## config.mk

```make
export PLATFORM = sky130hd
export DESIGN_NAME = decode
export DESIGN_NICKNAME = d
export VERILOG_FILES = /design/src/rtl/decode.sv
export SDC_FILE = /design/constraint.sdc
export NUM_CORES = 2
export LEC_CHECK = 0
export CAP_MARGIN = 25
export CELL_PAD_IN_SITES_DETAIL_PLACEMENT = 1
export CELL_PAD_IN_SITES_GLOBAL_PLACEMENT = 1
export CORE_MARGIN = 5
export CORE_UTILIZATION = 24
export CTS_BUF_LIST = sky130_fd_sc_hd__clkbuf_4 sky130_fd_sc_hd__clkbuf_8
export CTS_CLUSTER_DIAMETER = 200
export CTS_CLUSTER_SIZE = 30
export DETAILED_ROUTE_END_ITERATION = 10
export PLACE_DENSITY = 0.54
export SLEW_MARGIN = 20
export SYNTH_ARGS = -nofsm -noshare
export SYNTH_HDL_FRONTEND = slang
export SYNTH_SLANG_ARGS = --single-unit
```

## constraint.sdc

```tcl
create_clock -name clock -period 3.4 [get_ports clock]
set_input_delay 0.51 -clock clock [delete_from_list [all_inputs] [get_ports clock]]
set_output_delay 0.51 -clock clock [all_outputs]
set_load 0.005 [all_outputs]
```

## src/rtl/decode.sv

```systemverilog
// Instruction decode stage: field decode, 32x32 register file with write bypass,
// load-use hazard detection, and the ID_EX pipeline register.
module decode (
   input  logic         clock,
   input  logic         reset,
   input  logic         if_valid,
   input  logic [63:0]  IF_ID,
   input  logic         flush,
   input  logic         wb_en,
   input  logic [4:0]   wb_addr,
   input  logic [31:0]  wb_data,
   output logic         stall,
   output logic         ex_valid,
   output logic [140:0] ID_EX
);

   localparam logic [5:0] OP_RTYPE = 6'h00;
   localparam logic [5:0] OP_ADDI  = 6'h08;
   localparam logic [5:0] OP_LW    = 6'h23;
   localparam logic [5:0] OP_SW    = 6'h2B;
   localparam logic [5:0] OP_BEQ   = 6'h04;
   localparam logic [5:0] OP_J     = 6'h02;

   logic [31:0]  rf_q [32];
   logic         ex_valid_q, ex_valid_d;
   logic [140:0] id_ex_q, id_ex_d;

   logic [31:0] pc, ins;
   logic [5:0]  opcode;
   logic [4:0]  rs, rt, rd, dest;
   logic [31:0] imm, rs_data, rt_data;
   logic [7:0]  ctrl;
   logic        use_rs, use_rt, hazard;
   logic [4:0]  ex_dest;

   assign pc     = IF_ID[63:32];
   assign ins    = IF_ID[31:0];
   assign opcode = ins[31:26];
   assign rs     = ins[25:21];
   assign rt     = ins[20:16];
   assign rd     = ins[15:11];

   always_comb begin
      ctrl   = 8'h00;
      dest   = 5'd0;
      use_rs = 1'b0;
      use_rt = 1'b0;
      case (opcode)
         OP_RTYPE: begin ctrl[7] = 1'b1; dest = rd; use_rs = 1'b1; use_rt = 1'b1; end
         OP_ADDI:  begin ctrl[7] = 1'b1; ctrl[3] = 1'b1; dest = rt; use_rs = 1'b1; end
         OP_LW: begin
            ctrl[7] = 1'b1; ctrl[6] = 1'b1; ctrl[4] = 1'b1; ctrl[3] = 1'b1;
            dest = rt; use_rs = 1'b1;
         end
         OP_SW:    begin ctrl[5] = 1'b1; ctrl[3] = 1'b1; use_rs = 1'b1; use_rt = 1'b1; end
         OP_BEQ:   begin ctrl[2] = 1'b1; use_rs = 1'b1; use_rt = 1'b1; end
         OP_J:     ctrl[1] = 1'b1;
         default:  ctrl[0] = 1'b1;
      endcase
      // Writes to r0 are architecturally void, so never advertise them downstream.
      if (dest == 5'd0) ctrl[7] = 1'b0;
   end

   assign imm = (opcode == OP_J) ? {6'd0, ins[25:0]} : {{16{ins[15]}}, ins[15:0]};

   // Same-cycle writeback is forwarded so decode never reads a stale value.
   assign rs_data = (rs == 5'd0) ? 32'd0 :
                    (wb_en && (wb_addr == rs)) ? wb_data : rf_q[rs];
   assign rt_data = (rt == 5'd0) ? 32'd0 :
                    (wb_en && (wb_addr == rt)) ? wb_data : rf_q[rt];

   assign ex_dest = id_ex_q[12:8];
   assign hazard  = (use_rs && (rs == ex_dest)) || (use_rt && (rt == ex_dest));
   assign stall   = reset && ex_valid_q && id_ex_q[6] && (ex_dest != 5'd0) &&
                    if_valid && !flush && hazard;

   always_comb begin
      ex_valid_d = 1'b0;
      id_ex_d    = '0;
      if (if_valid && !flush && !stall) begin
         ex_valid_d = 1'b1;
         id_ex_d    = {pc, rs_data, rt_data, imm, dest, ctrl};
      end
   end

   always_ff @(posedge clock or negedge reset) begin
      if (!reset) begin
         ex_valid_q <= 1'b0;
         id_ex_q    <= '0;
         for (int i = 0; i < 32; i++) rf_q[i] <= '0;
      end else begin
         ex_valid_q <= ex_valid_d;
         id_ex_q    <= id_ex_d;
         if (wb_en && (wb_addr != 5'd0)) rf_q[wb_addr] <= wb_data;
      end
   end

   assign ex_valid = ex_valid_q;
   assign ID_EX    = id_ex_q;

endmodule

```

=== Yosys cells after proc, flatten, opt, wreduce, memory -nomap -nowiden ===
Index checks and enable logic that the tools add are counted.

* $lt $le $gt $ge: 4
* Shift operators: 0
* Equal/unequal tests: 9
* Muxes and demuxes: 27
* Multiply operators: 0
* Add/subtract/negate cells: 0
* Reductions and logical operators: 29
* Divide/modulo/power cells: 0
* Bitwise logic cells: 3

{| class="wikitable"
|+ Operators by type and width
! operator !! count
|-
| $bwmux W1024 || 1
|-
| $bmux W32 S5 || 2
|-
| $mux W32 || 10
|-
| $demux W32 S5 || 1
|-
| $mux W141 || 1
|-
| $eq A5 B5 Y1 || 4
|-
| $ge A6 B6 Y1 const B || 3
|-
| $not A5 Y6 || 3
|-
| $logic_not A5 Y1 || 3
|-
| $logic_and A1 B1 Y1 || 14
|-
| $eq A6 B6 Y1 const B || 2
|-
| $mux W1 || 11
|-
| $pmux W5 S2 || 1
|-
| $reduce_bool A5 Y1 || 2
|-
| $reduce_or A3 Y1 || 3
|-
| $eq A6 B2 Y1 const B || 1
|-
| $eq A6 B3 Y1 const B || 1
|-
| $eq A6 B4 Y1 const B || 1
|-
| $logic_not A6 Y1 || 1
|-
| $lt A6 B1 Y1 const B || 1
|-
| $reduce_or A6 Y1 || 1
|-
| $reduce_or A5 Y1 || 1
|-
| $logic_not A1 Y1 || 2
|-
| $reduce_or A2 Y1 || 1
|-
| $logic_or A1 B1 Y1 || 1
|}

* Memories: 0
* Bits in registers: 1166
* Bits in read-only memories: 0
* Output and inout port bits: 143
* RAM bits: 0
* Word-level logic and storage cells: 106
* Latch bits: 0

=== Longest topological paths before layout ===
* Depth after elaboration: 9
* Gate-level depth with buffers: 9

=== Least setup slack after synthesis ===
OpenSTA, ideal clock, no wires.

* Kind: input -> register
* Start point: in IF_ID[17]
* End point: reg id_ex_q[46] (netlist: ID_EX[46])
* Arrival: 2201 ps
* Setup time: 152 ps
* Slack: 1047 ps
* Stages on the path: 8
* Cells stage by stage: buf_2 > buf_2 > buf_2 > mux4_2 > mux2i_1 > nor2_1 > a2111oi_0 > nor4_1

* Word-level cells in the longest chain between the ends: 7
* Elaborated cells on any way between the ends: 16
* Those cells by class: 2 x eq/ne; 6 x mux; 1 x bitwise; 7 x reduce/logical

{| class="wikitable"
|+ RTL lines
! item !! RTL line !! RTL
|-
| from (decl) || 7 || <nowiki>input logic [63:0] IF_ID,</nowiki>
|-
| $not A5 Y6 (implied by the code) or $eq A5 B5 Y1 (tied branches) || 70, 73 ||
|-
| $bmux W32 S5 or $logic_and A1 B1 Y1 (tied branches) || 70, 73 ||
|-
| $mux W32 (implied by the code) or $logic_or A1 B1 Y1 (tied branches) || 70, 73 ||
|-
| $mux W32 (implied by the code) or $logic_and A1 B1 Y1 (tied branches) || 70, 75 ||
|-
| $mux W32 or $logic_not A1 Y1 (tied branches) || 70, 80 ||
|-
| $mux W32 or $logic_and A1 B1 Y1 (tied branches) || 69, 80 ||
|-
| $mux W141 (*) || 80 || <nowiki>if (if_valid && !flush && !stall) begin</nowiki>
|-
| named net id_ex_d[46] || 26 || <nowiki>logic [140:0] id_ex_q, id_ex_d;</nowiki>
|-
| to (signal assigned) || 93 || <nowiki>id_ex_q <= id_ex_d;</nowiki>
|-
| to (decl) || 26 ||
|}

Mark *: on every way through the listed nets, which the timed path passes. The rest lies on a longest branch. The select of a mux whose other input is x is not followed.
A chain may end at the register's enable or synchronous reset.

=== Worst setup path after layout ===
* Start point: reg id_ex_q[8] (netlist: ID_EX[8])
* End point: out stall

* Word-level cells in the longest chain between the ends: 5
* Elaborated cells on any way between the ends: 10
* Those cells by class: 2 x eq/ne; 8 x reduce/logical

{| class="wikitable"
|+ RTL lines
! item !! RTL line !! RTL
|-
| $reduce_bool A5 Y1 || 74 || <nowiki>assign stall = reset && ex_valid_q && id_ex_q[6] && (ex_dest != 5'd0) &&</nowiki>
|-
| $logic_and A1 B1 Y1 (2 in a row) || 74 ||
|-
| $logic_and A1 B1 Y1 || 75 || <nowiki>if_valid && !flush && hazard;</nowiki>
|-
| $logic_and A1 B1 Y1 (*) || 75 ||
|-
| to (decl) || 12 || <nowiki>output logic stall,</nowiki>
|}

Every way passes the cells marked *; elsewhere a longest branch is shown, timed or not.

==> results.md <==
* Nature of the critical path endpoint: primary output
* GP Congestion at 0.781
* Detailed placement HPWL at 137000 µm
* Cells after Synth at roughly 4100
* # setup viols final at 0
* Vias per inst at between 4 and 5
* Worst-path clk slew at 0.19 ns
* Area share of the largest cell type after synthesis at a little under 50%
* LEAKAGE at 28.3 nW
* Total wire length at between 200000 and 250000 µm
* Total congestion overflow at 0
* Initial core utilization at about 24%
* Fin Hold WS at 0.104 ns
* Layout cell share with drive strength beyond 1 at 45.7%
* TritonCTS clock tree: yes
* Routed vias at 37600
* Core ar. at 248000 µm²
* Post-synth EDFFs at 0
* Chip height at 509 µm
* CTS HTree Levels at 2
* Placed cell count at 7487
* Fin util at 27.4%
* Peak Freq at 0.344 GHz
* Clock Tree Buf Depth at 3
* Final min period at slightly below 3 ns
* GRT Util Overall at 16.4%
* Place WS at 0.0812 ns
* Yosys Warn Count at 0
* Cell area after synthesis at 59800 µm²
* Flop2flop setup slack at 0.85 ns
* Port Buffer Count at 248
* Pin count of the biggest net entering global routing at 165
* Slowest CP cell: or4_1
* Synth top area cells: dfrtp_1 (49%), mux2_2 (20%), mux4_2 (17%)
* Vias in the first global route at 41000
* Iteration count of the initial detailed-routing pass at 5
* Sequential area share after synthesis at 48.6%
* Synth cell types at 50
* Root Driver: clkbuf_8
* DRC at 0
* Area leader, netlist: dfrtp_1
* Crit-path cells: or4_1, o2111ai_2, a21oi_2, dlymetal6s2s_1
* Highest ir drop seen on vdd at 0.000281 V
* Nets at around 4300
* Max-cap violations at 0
* PwrDens at 467 nW/µm²
* Most frequent cells in the layout: dfrtp_1 (1157), mux2_2 (1086), mux4_2 (449)
* Syn_nets at 4238
* Critical path's largest stage delay at 0.57 ns
* # rows at 183
* Asr flop ratio synth at 100%
* Worst setup SP type: register
* Setup WS post-layout at 0.495 ns
* Critical path arrival at 2.40 ns
* Hold Crit Class: in2async
* DP Area at between 60000 and 70000 µm²
* Cell Count, Final, Fillers Out at around 7500
* Worst skew pair latency at approximately 0.87 ns
* Commonest non-fill, non-tap cell in the layout: dfrtp_1
* WS Path Type: reg2out
* Synth Area per Inst at 14.5 µm²
* Area delta synth->final at 13.9%
* WP data required at between 2 and 3 ns
* Worst-Margin Slew at 1.13 ns
* Final hold vios at 0
* Global-route wire length before repair at 313000 µm
* IO Pins at 249
* CP Max Fanout at 4
* Chip width at slightly above 500 µm
* Final setup TNS at 0 ns
* Overall power at 31.8 mW
* DR WL/cell at 28.5 µm
* RSZ-0062 raised after global routing: false
* Synthesis-stage register bit count at 1160
* Die Footprint at 259000 µm²
* Relative slew margins at 24.5%
* Status: finished, final reports clean
* Worst-case reg-to-reg path depth at 6
* Clock sinks at about 1200
* Iteration-0 DRC Markers at 2685
* Period Utilization, post-route at between 80% and 90%
* Finished Cell Area at 68100 µm²
* Number of buffers created by CTS at 44
* Initial antenna violation count at 6
* Post-route antenna net violation count at 0
* Slew Viols, Final at 0
* Synth Flop Type: dfrtp_1
* Fill cells at 26500
* Clock skew at 0.0350 ns
-- critical path, delay by kind of cell, from the launching register on --
| family | cells | cell delay [ns] |
|---|---|---|
| and+or+nand+nor | 1 | 0.57 |
| DFF | 1 | 0.48 |
| AOI/OAI and AO/OA | 2 | 0.33 |
| buffers and inverters | 1 | 0.17 |
-- cells in the mapped netlist, types with 9 or more instances --
library cell  count
dfrtp_1        1160
mux2_2         1086
mux4_2          449
clkbuf_1        236
nor2_1          202
mux2i_1         157
buf_2           133
nor4_1          102
o22ai_1          64
buf_1            60
inv_1            51
nor3_1           40
a22oi_1          37
nor2b_1          35
nand2_1          34
a211oi_1         33
a22o_1           32
o21ai_0          32
o21ai_1          32
a2111oi_2        25
buf_4            19
xor2_1           16
a21oi_1          14
buf_6            13
nand2b_1          9
-- layout make-up --
cell class | count | area [µm²] | area share [%]
flip-flops and latches | 1160 | 29000 | 42.7
clock inverters | 4 | 53.8 | 0.0791
clock buffers | 45 | 619 | 0.910
well taps | 3330 | 4170 | 6.12
inverters | 51 | 191 | 0.281
diodes | 1 | 2.50 | 0.00368
multi-input cells | 2457 | 28700 | 42.1
repair buffers | 494 | 5310 | 7.80
-- per-layer routing --
metal / vias to the layer above / part of all wire, % / global-route usage [%]
li1: 15700 / - / -
met1: 21000 / 44 / 21.8
met2: 724 / 50 / 28.3
met3: 208 / 3.6 / 2.02
met4: 0 / 2.7 / 3.89
met5: - / 0 / 0
-- where the power goes --
group	internal (mW)	leakage (nW)	total (mW)	switching, mW
Combinational	4.79	13.0	8.03	3.24
Clock	1.29	0.342	5.73	4.44
Sequential	16.2	14.9	18.0	1.82
Total	22.3	28.3	31.8	9.50
-- cell families after synthesis --
kind of cell              count (synthesis)  share of synthesized area (%)
xor gates and xnor gates                 20                          0.293
AOI/OAI and AO/OA                       284                           3.53
DFF                                    1160                           48.6
buffers and inverters                   515                           3.82
muxes                                  1692                           40.0
and+or+nand+nor                         461                           3.78
-- worst paths after layout --
check                                        end             startpoint
max                                        stall     ID_EX[8]$_DFF_PN0_
min in group clock          ID_EX[139]$_DFF_PN0_              IF_ID[62]
max reg2reg                  ID_EX[51]$_DFF_PN0_     ID_EX[8]$_DFF_PN0_
min reg2reg                rf_q[997]$_DFFE_PN0P_  rf_q[997]$_DFFE_PN0P_
min                        rf_q[109]$_DFFE_PN0P_                  reset
max in group asynchronous  rf_q[183]$_DFFE_PN0P_                  reset
-- registers in the layout (all words and copies together), names as in the netlist --
| signal | count |
|---|---|
| rf_q | 1024 |
| ex_valid | 1 |
| ID_EX | 135 |
-- timing repair --
action,in CTS,in global routing
endpoints found under the setup margin,1,1
hold endpoints to repair,354,0
gates resized for setup,5,2
hold buffers,1,0
buffers inserted,2,2
pin swaps,3,3
(Power assumes the default switching activity.)
